<file path="config.mk">
export PLATFORM = sky130hd
export DESIGN_NAME = core_dispatcher
export DESIGN_NICKNAME = d
export VERILOG_FILES = /design/src/rtl/core_sched_pkg.sv /design/src/rtl/rr_arbiter.sv /design/src/rtl/core_dispatcher.sv
export SDC_FILE = /design/constraint.sdc
export NUM_CORES = 1
export LEC_CHECK = 0
export ABC_AREA = 1
export CAP_MARGIN = 20
export CORE_ASPECT_RATIO = 1.2
export CORE_UTILIZATION = 45
export CTS_CLUSTER_SIZE = 40
export DETAILED_ROUTE_END_ITERATION = 10
export DONT_BUFFER_PORTS = 1
export GPL_TIMING_DRIVEN = 0
export SLEW_MARGIN = 20
export SYNTH_ARGS = -nofsm -noshare
export SYNTH_HDL_FRONTEND = slang
export SYNTH_SLANG_ARGS = --single-unit
</file>
<file path="constraint.sdc">
create_clock -name clock -period 9.8 [get_ports clock]
set_clock_uncertainty 0.05 [all_clocks]
set_input_delay 0.49 -clock clock [delete_from_list [all_inputs] [get_ports clock]]
set_output_delay 0.49 -clock clock [all_outputs]
set_load 0.05 [all_outputs]
</file>
<file path="src/rtl/core_sched_pkg.sv">
// Shared definitions for the row-job dispatcher: FSM encoding, default sizes
// and a popcount helper for counting simultaneous core completions.
package core_sched_pkg;

    typedef enum logic [1:0] {
        IDLE     = 2'b00,
        DISPATCH = 2'b01,
        DRAIN    = 2'b10,
        DONE     = 2'b11
    } sched_state_t;

    localparam int DEFAULT_NUM_CORES = 4;
    localparam int DEFAULT_ROW_W     = 8;

    function automatic int unsigned popcount(input logic [31:0] vec);
        int unsigned count;
        count = 0;
        for (int i = 0; i < 32; i++) begin
            count = count + 32'(vec[i]);
        end
        return count;
    endfunction

endpackage

</file>
<file path="src/rtl/rr_arbiter.sv">
// Combinational round-robin arbiter: picks the first requester at or after ptr,
// wrapping around; the pointer register is owned by the caller.
module rr_arbiter #(
    parameter int N     = 4,
    parameter int PTR_W = (N > 1) ? $clog2(N) : 1
) (
    input  logic [N-1:0]     req,
    input  logic [PTR_W-1:0] ptr,
    output logic [N-1:0]     grant,
    output logic [PTR_W-1:0] grant_idx,
    output logic             valid
);

    logic [PTR_W:0]   cand;
    logic [PTR_W-1:0] cand_idx;

    always_comb begin
        grant     = '0;
        grant_idx = '0;
        valid     = 1'b0;
        cand      = '0;
        cand_idx  = '0;
        for (int off = 0; off < N; off++) begin
            cand = {1'b0, ptr} + (PTR_W + 1)'(off);
            if (cand >= (PTR_W + 1)'(N)) begin
                cand = cand - (PTR_W + 1)'(N);
            end
            cand_idx = cand[PTR_W-1:0];
            if (!valid && req[cand_idx]) begin
                valid           = 1'b1;
                grant[cand_idx] = 1'b1;
                grant_idx       = cand_idx;
            end
        end
    end

endmodule

</file>
<file path="src/rtl/core_dispatcher.sv">
// Hands out matrix-row jobs to idle cores one per cycle in round-robin order and
// raises end_process once every latched row has reported completion.
module core_dispatcher
    import core_sched_pkg::*;
#(
    parameter int NUM_CORES = DEFAULT_NUM_CORES,
    parameter int ROW_W     = DEFAULT_ROW_W
) (
    input  logic                       clock,
    input  logic                       reset,
    input  logic                       begin_process,
    input  logic [ROW_W-1:0]           num_rows,
    input  logic [NUM_CORES-1:0]       core_ready,
    input  logic [NUM_CORES-1:0]       core_done,
    output logic [NUM_CORES-1:0]       core_start,
    output logic [NUM_CORES*ROW_W-1:0] core_row,
    output logic                       end_process,
    output logic                       busy
);

    localparam int PTR_W = (NUM_CORES > 1) ? $clog2(NUM_CORES) : 1;
    localparam int CNT_W = ROW_W + 1;

    sched_state_t state, state_next;

    logic [CNT_W-1:0]     total, total_next;
    logic [CNT_W-1:0]     next_row, next_row_next;
    logic [CNT_W-1:0]     rows_done, rows_done_next;
    logic [NUM_CORES-1:0] inflight, inflight_next;
    logic [PTR_W-1:0]     rr_ptr, rr_ptr_next;
    logic [NUM_CORES-1:0] core_start_next;

    logic [NUM_CORES-1:0][ROW_W-1:0] row_slots;

    logic [NUM_CORES-1:0] eligible;
    logic [NUM_CORES-1:0] grant;
    logic [PTR_W-1:0]     grant_idx;
    logic                 grant_valid;
    logic [NUM_CORES-1:0] done_hits;
    logic [CNT_W-1:0]     done_count;
    logic                 accept;
    logic                 do_grant;

    // A core that finishes this cycle still counts as inflight until the edge,
    // so it only becomes eligible again on the following cycle.
    assign eligible   = core_ready & ~inflight;
    assign done_hits  = (state != IDLE) ? (core_done & inflight) : '0;
    assign done_count = CNT_W'(popcount(32'(done_hits)));
    assign accept     = begin_process && ((state == IDLE) || (state == DONE));
    assign do_grant   = (state == DISPATCH) && grant_valid && (next_row < total);

    rr_arbiter #(
        .N     (NUM_CORES),
        .PTR_W (PTR_W)
    ) u_arbiter (
        .req       (eligible),
        .ptr       (rr_ptr),
        .grant     (grant),
        .grant_idx (grant_idx),
        .valid     (grant_valid)
    );

    always_comb begin
        state_next      = state;
        total_next      = total;
        next_row_next   = next_row;
        rows_done_next  = rows_done + done_count;
        inflight_next   = inflight & ~done_hits;
        rr_ptr_next     = rr_ptr;
        core_start_next = '0;

        case (state)
            IDLE, DONE: begin
                if (accept) begin
                    total_next     = {1'b0, num_rows};
                    next_row_next  = '0;
                    rows_done_next = '0;
                    state_next     = (num_rows == '0) ? DONE : DISPATCH;
                end
            end
            DISPATCH: begin
                if (do_grant) begin
                    core_start_next = grant;
                    inflight_next   = inflight_next | grant;
                    next_row_next   = next_row + CNT_W'(1);
                    rr_ptr_next     = (grant_idx == PTR_W'(NUM_CORES - 1)) ?
                                      '0 : grant_idx + PTR_W'(1);
                end
                if (next_row_next >= total) begin
                    state_next = DRAIN;
                end
            end
            DRAIN: begin
                if (rows_done_next == total) begin
                    state_next = DONE;
                end
            end
            default: state_next = IDLE;
        endcase
    end

    always_ff @(posedge clock or posedge reset) begin
        if (reset) begin
            state <= IDLE;
        end else begin
            state <= state_next;
        end
    end

    // Status outputs follow the state with one register stage, so end_process
    // and busy change together on the edge after the FSM enters or leaves DONE.
    always_ff @(posedge clock or posedge reset) begin
        if (reset) begin
            total       <= '0;
            next_row    <= '0;
            rows_done   <= '0;
            inflight    <= '0;
            rr_ptr      <= '0;
            row_slots   <= '0;
            core_start  <= '0;
            end_process <= 1'b0;
            busy        <= 1'b0;
        end else begin
            total       <= total_next;
            next_row    <= next_row_next;
            rows_done   <= rows_done_next;
            inflight    <= inflight_next;
            rr_ptr      <= rr_ptr_next;
            core_start  <= core_start_next;
            end_process <= (state == DONE);
            busy        <= (state == DISPATCH) || (state == DRAIN);
            if (do_grant) begin
                row_slots[grant_idx] <= next_row[ROW_W-1:0];
            end
        end
    end

    assign core_row = row_slots;

endmodule
</file>
==> metrics.md, run 1 <==
| Metric | Value |
|---|---|
| Status | `complete, no violations` |
| Drt first-iter violations | `104` |
| Vias in the first global route | `3191` |
| Horiz. Die Dim | `91.1 µm` |
| Worst slew margin | `44.8%` |
| Post-synth EDFFs | `0` |
| PwrDens | `389 nW/µm²` |
| Total grt overflow | `0` |
| Lkg Pwr | `2.47 nW` |
| First-pass GRT wire length | `15600 µm` |
| Post-Synthesis Net Count | `584` |
| Via Count | `3384` |
| Clock buffer depth | `2` |
| TNS Setup | `0 ps` |
| Post-synthesis instance total | `528` |
| Synth area leader | `dfrtp_1` |
| CTS Buf Count | `9` |
| Tcrit/Tclk final | `37.2%` |
| Synth-to-Final Area Change | `9.16%` |
| Number of max-cap violations | `0` |
| Total track usage | `20.5%` |
| Crit path max-delay family | `adder cells` |
| # port buffers | `0` |
| Area share of the largest cell type after synthesis | `42.0%` |
| Critical Path RT | `10000 ps` |
| CP startpoint kind | `flip-flop` |
| Sink Count | `72` |
| Layout cells sized above 1 | `under 10%` |
| Synth Flop Type | `dfrtp_1` |
| Critical path endpoint category | `flip-flop` |
| Total Routed Length | `9380 µm` |
| Slew @ Worst Pin | `819 ps` |
| Crit path max fanout | `5` |
| Final Util | `51.3%` |
| Antenna diodes | `0` |
| Routed wire per std cell | `14.1 µm` |
| CP Buf/Inv Count | `3` |
| Worst Path Class, Setup | `flip-flop to flip-flop` |
| Period minus WS final | `3640 ps` |
| Drt drc | `0` |
| H-tree Lvls | `3` |
| Count leader, synth | `nand2_1` |
| Top post-synthesis cells by area | `dfrtp_1 42%, nand2_1 12%, ha_1 9.9%` |
| Core area | `slightly above 9000 µm²` |
| Largest net degree at the start of global routing | `39` |
| CP max stage delay | `about 570 ps` |
| Hold_ws | `250 ps` |
| Worst IR Drop VDD | `0.152 mV` |
| Critical Path AT | `3840 ps` |
| DIE HEIGHT | `109 µm` |
| Via density | `5.09` |
| Starting density of the core | `a little under half` |
| Distinct cells, synth | `34` |
| GP Congestion | `0.869` |
| Nets | `slightly below 600` |
| Avg Inst Size Synth | `8.12 µm²` |
| Yosys reg bits | `72` |
| Drt pass-1 iters | `4` |
| Detail Route Antenna Nets | `0` |
| Register area share after synthesis | `42.0%` |
| Slew Viols, Final | `0` |
| Post-Syn Area | `roughly 4300 µm²` |
| # setup viols final | `0` |
| FMAX | `between 200 and 300 MHz` |
| Clock Root Buffer | `clkbuf_8` |
| DPL Wire Length | `~7000 µm` |
| Commonest cells post-synth | `133 x nand2_1, 89 x inv_1, 72 x dfrtp_1, 37 x nand3_1, 34 x ha_1` |
| Synth async-reset ratio | `between 90% and 100%` |
| Clock insertion delay at the later pin of the skew report | `360 ps` |
| Initial antenna violation count | `0` |
| Crit path cell chain | `inv_1, ha_1, inv_1, nand3_1, fa_1, inv_1, fa_1, fa_1, xnor2_1, nand2_1, nor2_1, nand3_1, nor2_1, nand3_1, nand2_1, nand3_1, nand2_1, nand2_1` |
| Worst min path class | `input pin to flip-flop` |
| Hold Vio Cnt, Final | `0` |
| Row cnt | `38` |
| Total number of yosys warnings | `0` |
| CTS clk-pin slew, worst paths | `80 ps` |
| Die area | `9930 µm²` |
| RSZ-0062 raised after global routing | `false` |
| Slowest CP cell | `fa_1` |
| CTS tree | `yes` |
| Boundary Pins | `57` |
[layer usage]
layer	track usage [%]	wire length [µm]	part of all wire, %
met1	25.6	4250	45
met2	34.8	4630	49
met3	5.02	385	4.1
met4	7.26	111	1.2
met5	0	0	0
[where the power goes]
part / switching (W) / internal (W)
registers: 0.000268 / 0.000396
logic: 0.000585 / 0.000313
clock network: 0.000116 / 0.000142
total: 0.000970 / 0.000851
[placed cells by master (no fill, tap or decap), types with 2 or more instances in the layout]
master / n
inv_2: 2
nand2_1: 133
xor2_1: 7
nand3_1: 37
o21ai_1: 32
nor2_1: 32
nor3_1: 6
clkbuf_8: 9
a21oi_2: 2
fa_1: 3
buf_6: 5
bufinv_16: 2
clkbuf_1: 2
a21oi_1: 7
o21ai_0: 17
clkinv_4: 2
o22ai_1: 8
xnor2_1: 2
nand2_4: 6
inv_1: 88
nand3_2: 4
dfrtp_1: 72
nand4_1: 10
o21ai_2: 7
ha_1: 34
[area by class of cell]
cell class	count	area, µm²
multi-input cells	356	2070
flip-flops and latches	72	1800
inverters	93	357
repair buffers	2	30.0
clock inverters	5	82.6
fillers	887	4450
clock buffers	10	128
plain buffers	7	65.1
well taps	120	150
[cell families (layout without fill, tap and decap cells)]
group	count (synthesis)	in the layout	synth area share, %
AND/OR/NAND/NOR	232	232	24.4
buffers and inverters	100	117	9.77
AO/OA/AOI/OAI	78	78	10.7
flip-flops	72	72	42.0
adder cells (fa/ha/maj)	37	37	11.3
XOR/XNOR	9	9	1.84
[path summary, 6_finish.rpt]
path	startpoint	to	slack (ps)	cells after the start
setup / recovery	state[0]	state[1]	6160	18
hold / removal	num_rows[4]	total[4]	250	2
setup reg to reg	state[0]	state[1]	6160	18
hold reg to reg	total[7]	total[7]	460	2
max in group asynchronous	reset	total[6]	8540	3
min in group asynchronous	reset	core_start[3]	580	2
[state kept, by name, indices dropped and copies added, names as in the netlist]
register and cells:
core_row 32, next_row 9, rows_done 9, total 8
core_start 4, inflight 4, rr_ptr 2, state 2
busy 1, end_process 1
[through the flow]
stage	setup WS (ps)	power (W)	std cells	instance area [µm²]
after CTS	6090	0.00184	665	4680
after global placement	6150	0.00155	648	4440
after floorplan	6540	0.00136	528	4290
after global routing	5720	0.00199	665	4680
final	6160	0.00182	665	4680
after detailed placement	6090	0.00158	649	4460
[what timing repair did]
action,CTS,global route
resized for setup,0,0
hold buffers,1,0
setup buffers,0,0
hold endpoints to repair,37,0
No activity file was read; power rests on OpenSTA's default activity.
==> run 2, diff against run 1 <==
Settings changed: ABC_AREA 1 to 0.
Clock period 9.8 ns to 3.3 ns, I/O delays scaled along.
==> run 2 against run 1 <==
  * The run now ends with negative setup slack left
  * Sequential power increased by 130%
  * Area after synthesis decreased by 3.5%
  * Combinational power increased by 110%
  * Final cell count decreased by 18%
  * First-iteration DRC count increased by 51%
  * Design area increased by 4.8%
  * Via count decreased by 11%
  * Hold slack got worse by 94 ps
  * Clock-buffer cell count unchanged
  * Sequential share of layout area decreased by 1.7 points
  * Register-to-register slack got worse by 6600 ps
  * Critical path type unchanged
  * Critical endpoint is now state[0]
  * Largest cell class unchanged
==> metrics.md, run 2 <==
| Metric | Value |
|---|---|
| Status | `complete, but fails checks` |
| Failing checks | `negative setup slack` |
| CTS tree | `yes` |
| Post-synthesis instance total | `about 380` |
| Most frequent cells in the layout | `70 x dfrtp_1, 34 x mux2_2, 31 x ha_1` |
| DIE HEIGHT | `107 µm` |
| Hold Vio Cnt, Final | `0` |
| Max reg flops | `32` |
| Post-synth EDFFs | `0` |
| Most common cell after layout, fill and taps aside | `dfrtp_1` |
| Routed wire per std cell | `around 17 µm` |
| Worst Path Class, Setup | `flip-flop to flip-flop` |
| Vias in the first global route | `roughly 3200` |
| CTS Buf Count | `9` |
| CTS clk-pin slew, worst paths | `80 ps` |
| Crit path max fanout | `5` |
| Clock Root Buffer | `clkbuf_8` |
| Critical path endpoint category | `flip-flop` |
| PwrDens | `832 nW/µm²` |
| # port buffers | `0` |
| CP startpoint kind | `flip-flop` |
| Synth area leader | `dfrtp_1` |
| Nets | `483` |
| Total number of yosys warnings | `0` |
| H-tree Lvls | `3` |
| Top post-synthesis cells by area | `dfrtp_1 44%, ha_1 10%, mux2_2 9.5%` |
| Synth Flop Type | `dfrtp_1` |
| Slowest CP cell | `a2111oi_4` |
| Via Count | `3008` |
| Worst slew margin | `64.1%` |
| Synth async-reset ratio | `between 90% and 100%` |
| Number of max-cap violations | `0` |
| Yosys reg bits | `72` |
| Total grt overflow | `0` |
| Starting density of the core | `~47%` |
| Die area | `about 9600 µm²` |
| # setup viols final | `2` |
| Horiz. Die Dim | `89.5 µm` |
| Register-to-Register Setup Slack | `-410 ps` |
| Row cnt | `37` |
| Final worst slack | `-411 ps` |
| Worst setup path end | `state[0]` |
| Slew Viols, Final | `0` |
| Tcrit/Tclk final | `112%` |
| Worst IR Drop VDD | `0.503 mV` |
| Antenna diodes | `0` |
| Largest net degree at the start of global routing | `39` |
| Critical Path AT | `just under 4000 ps` |
| Total Routed Length | `9300 µm` |
| Clock insertion delay at the later pin of the skew report | `350 ps` |
| Layout Cells excl Fill | `approximately 550` |
| Avg Inst Size Synth | `10.8 µm²` |
| TNS Setup | `-797 ps` |
| Drt drc | `0` |
| Slew @ Worst Pin | `about 540 ps` |
| GP Congestion | `around 0.80` |
| Boundary Pins | `57` |
| Post-Synthesis Net Count | `438` |
| First-pass GRT wire length | `between 15000 and 20000 µm` |
| Sink Count | `around 70` |
| Drt pass-1 iters | `5` |
| CP max stage delay | `approximately 470 ps` |
| Register area share after synthesis | `a little over two fifths` |
| Worst min path class | `input pin to flip-flop` |
| Period minus WS final | `3710 ps` |
| Distinct cells, synth | `52` |
| Count leader, synth | `dfrtp_1` |
| Crit path cell chain | `inv_2, ha_4, a21o_1, a2111oi_4, o41ai_4, buf_4, a21oi_4, buf_6, mux2_4, ha_4, nand2_2, o21ai_2, nand3_1, a21oi_2, a2111oi_4, nor4_4, mux2i_1` |
| Reg2reg end | `state[0]` |
| Critical Path RT | `3530 ps` |
| Area post-placement | `4360 µm²` |
| Commonest cells post-synth | `72 x dfrtp_1, 35 x mux2_2, 34 x ha_1, 28 x nand2_1, 24 x inv_1` |
| CP startpoint | `total[6]` |
| Hold_ws | `156 ps` |
| Worst R2R Start | `total[6]` |
| Lkg Pwr | `2.29 nW` |
| Filler cells | `~770` |
| Core area | `8750 µm²` |
| FMAX | `~270 MHz` |
| RSZ-0062 raised after global routing | `true` |
| Cells after DPL | `500` |
| Post-route cell area | `4910 µm²` |
| Hold Path Cell Cnt | `3` |
| Layout cells sized above 1 | `25.5%` |
| Drt first-iter violations | `157` |
| Via density | `5.49` |
| Area share of the largest cell type after synthesis | `43.5%` |
| Initial antenna violation count | `0` |
| Place WS | `-655 ps` |
| Post-Syn Area | `between 4000 and 5000 µm²` |
| Total track usage | `21.2%` |
| DPL Wire Length | `6590 µm` |
| FF-to-FF path depth | `17` |
| Synth-to-Final Area Change | `18.6%` |
| Detail Route Antenna Nets | `0` |
| Clock buffer depth | `2` |
==> run 2: routing by layer <==
metal  up-vias  global-route usage [%]  share of wire [%]
li1       1448                       -                  -
met1      1466                    26.4                 44
met2        77                    34.1                 48
met3        17                    5.31                5.6
met4         0                    9.98                2.4
met5         -                       0                  0
==> run 2: cell type report <==
| type | instances | area [µm²] | share of cell area, % |
|---|---|---|---|
| timing repair buffer | 34 | 304 | 6.20 |
| clock inverter | 5 | 33.8 | 0.688 |
| buffer | 13 | 60.1 | 1.22 |
| inverter | 25 | 96.3 | 1.96 |
| multi-input combinational | 272 | 2320 | 47.4 |
| sequential | 72 | 1800 | 36.8 |
| clock buffer | 10 | 138 | 2.80 |
| tap | 117 | 146 | 2.98 |
==> run 2: how the worst min path moves through the flow <==
stage | slack (ps) | startpoint | to
after floorplan | 230 | num_rows[1] | total[1]
after global placement | 240 | num_rows[5] | total[5]
after detailed placement | 50 | reset | rows_done[5]
after CTS | 100 | num_rows[6] | state[1]
after global routing | 160 | num_rows[6] | state[1]
final | 160 | num_rows[6] | state[1]
==> run 2: critical path, delay by kind of cell, from the launching register on <==
| kind | cells | cell delay (ps) |
|---|---|---|
| AO/OA/AOI/OAI | 7 | 1340 |
| AND/OR/NAND/NOR | 3 | 410 |
| buffers and inverters | 3 | 420 |
| adder cells (fa/ha/maj) | 2 | 470 |
| multiplexers | 2 | 530 |
| flip-flops | 1 | 390 |
==> run 2: cell families after synthesis <==
family | share of synthesized area (%)
compound gates | 14.5
xor+xnor | 4.23
fa+ha+maj | 11.7
buf+inv | 3.57
flops | 43.5
mux | 11.2
simple gates | 11.2
==> run 2: metrics by stage <==
step                      total power, W  util, %
after floorplan                  0.00285        -
after CTS                        0.00402     55.4
final                            0.00408     56.1
after global routing             0.00441     56.1
after global placement           0.00319     49.6
after detailed placement         0.00324     49.9
==> run 2: power breakdown <==
part / internal [W] / switching [W]
clock network: 0.000287 / 0.000330
logic: 0.000852 / 0.00107
registers: 0.00108 / 0.000462
total: 0.00221 / 0.00187
==> run 2: repair_timing <==
action                     CTS  global route
pin swaps                   14             8
setup buffers               16             4
gates resized for setup     12             8
setup endpoints to repair   17            32
hold buffers                13             0
hold endpoints to repair    46             0
==> run 3, diff against run 2 <==
Settings changed: PLACE_DENSITY set to 0.61, RECOVER_POWER set to 25.
==> run 3 against run 2 <==
  * The flow still finishes with violations (negative setup slack)
  * Clock power increased by 29%
  * First-iteration DRC count increased by 0.64%
  * Global-route usage decreased by 0.34 points
  * Sequential power about the same
  * Utilization increased by 0.37 points
  * Total power increased by 2.9%
  * Register-to-register slack improved by 100 ps
  * Sequential share of layout area decreased by 0.24 points
  * Wire length unchanged
  * Clock-buffer cell count unchanged
==> metrics.md, run 3 (same netlist as run 2, synthesis figures left out) <==
| Metric | Value |
|---|---|
| Post-route cell area | `4940 µm²` |
| Total power | `0.00420 W` |
| Failing checks | `negative setup slack` |
| H-tree Lvls | `3` |
| Boundary Pins | `57` |
| First-pass GRT wire length | `15000 µm` |
| # port buffers | `0` |
| Tcrit/Tclk final | `109%` |
| Drt drc | `0` |
| Slew @ Worst Pin | `1350 ps` |
| Detail Route Antenna Nets | `0` |
| Worst min path class | `input pin to flip-flop` |
| Vias in the first global route | `around 3100` |
| Period minus WS final | `3610 ps` |
| Synth-to-Final Area Change | `19.4%` |
| Final Util | `a little under three fifths` |
| Total grt overflow | `0` |
| Layout cells sized above 1 | `25.8%` |
| CP startpoint kind | `flip-flop` |
| Via Count | `3015` |
| CP Buf/Inv Count | `2` |
| Antenna diodes | `0` |
| Layout Cells excl Fill | `548` |
| Core area | `~9000 µm²` |
| Cell mode on critical path | `a2111oi_4` |
| Status | `complete, but fails checks` |
| Row cnt | `37` |
| Worst Path Class, Setup | `flip-flop to flip-flop` |
| Worst IR Drop VDD | `0.486 mV` |
| Worst slew margin | `about a tenth` |
| Crit path max fanout | `2` |
| Total Routed Length | `9300 µm` |
| Most frequent cells in the layout | `70 x dfrtp_1, 34 x mux2_2, 32 x ha_1` |
| FMAX | `277 MHz` |
| Routed wire per std cell | `17.0 µm` |
| Nets | `482` |
| GP Congestion | `0.820` |
| Lkg Pwr | `roughly 2.3 nW` |
| Via density | `5.50` |
| Clock Root Buffer | `clkbuf_8` |
| CTS tree | `yes` |
| DPL Wire Length | `6540 µm` |
| Place WS | `-659 ps` |
| Sink Count | `72` |
| Total track usage | `20.9%` |
| Drt first-iter violations | `about 160` |
| Clock buffer depth | `2` |
| DIE HEIGHT | `107 µm` |
| CTS Buf Count | `9` |
| Starting density of the core | `47.3%` |
| Max reg flops | `32` |
| Critical Path RT | `3490 ps` |
| Area post-placement | `4360 µm²` |
| Slew Viols, Final | `0` |
| Clock insertion delay at the later pin of the skew report | `350 ps` |
| Crit path cell chain | `inv_2, ha_4, a21o_1, a2111oi_4, o41ai_4, a21oi_4, buf_6, nand4_1, xnor2_1, ha_1, a211oi_2, a21oi_2, a2111oi_4, nor4_4, a2bb2oi_1` |
| # setup viols final | `2` |
| Horiz. Die Dim | `around 90 µm` |
| Drt pass-1 iters | `5` |
| Number of max-cap violations | `0` |
| Crit path max-delay family | `compound AO/OA/AOI/OAI gates` |
| Initial antenna violation count | `0` |
| Largest net degree at the start of global routing | `44` |
| Final worst slack | `-308 ps` |
| Critical Path AT | `3800 ps` |
| Critical path endpoint category | `flip-flop` |
| Die area | `9580 µm²` |
| Slowest CP cell | `a2111oi_4` |
| CTS clk-pin slew, worst paths | `roughly 80 ps` |
| Most common cell after layout, fill and taps aside | `dfrtp_1` |
| CP max stage delay | `450 ps` |
| PwrDens | `850 nW/µm²` |
| Cells after DPL | `500` |
| Hold Vio Cnt, Final | `0` |
| RSZ-0062 raised after global routing | `true` |
[run 3: cell count changes in the layout (fill, tap and decap cells not counted), sizes merged]
cell      change
bufinv        +2
clkinvlp      -1
clkbuf        +1
buf           -2
[run 3: power breakdown]
group	total (W)	internal [W]	switching, W	leakage, nW
Clock	0.000796	0.000450	0.000346	0.117
Sequential	0.00153	0.00107	0.000455	0.967
Combinational	0.00187	0.000819	0.00105	1.23
[run 3: cell type report]
type	count	area (µm²)
clock inverters	6	91.3
plain buffers	13	60.1
clock buffers	10	138
inverters	25	95.1
multi-input cells	272	2320
well taps	117	146
fillers	774	3810
flip-flops and latches	72	1800
repair buffers	33	282
[run 3: worst paths after layout]
check,start,end,slack [ps],cells after the start
hold reg to reg,inflight[1],inflight[1],450,1
hold / removal,num_rows[6],state[1],90,3
min in group asynchronous,reset,total[6],510,2
setup / recovery,total[6],state[1],-310,15
max in group asynchronous,reset,rr_ptr[1],1020,3
setup reg to reg,total[6],state[1],-310,15
[run 3: through the flow]
step / TNS (ps) / hold slack [ps]
2_1_floorplan: -309 / 232
3_3_place_gp: -1400 / 237
3_5_place_dp: -1510 / 13.4
4_1_cts: -594 / 75.2
5_1_grt: -865 / 128
6_report: -595 / 86.1
[run 3: per-layer routing]
metal	global-route usage, %	part of all wire (%)
met2	33.4	48
met4	7.82	1.3
met5	0	0
met3	6.47	6.6
met1	26.3	44
[run 3: repair_timing]
action / 4_1_cts / 5_1_grt
setup buffers: 16 / 3
pin swaps: 11 / 1
hold buffers: 13 / 0
gates resized for setup: 15 / 6
hold endpoints to repair: 60 / 0
setup endpoints to repair: 17 / 32
[run 3: worst register-to-register path, delay by kind of cell, from the launching register on]
| family | cells | cell delay, ps |
|---|---|---|
| buf+inv | 2 | 210 |
| flops | 1 | 400 |
| xor+xnor | 1 | 200 |
| simple gates | 2 | 240 |
| fa+ha+maj | 2 | 510 |
| compound gates | 8 | 1900 |
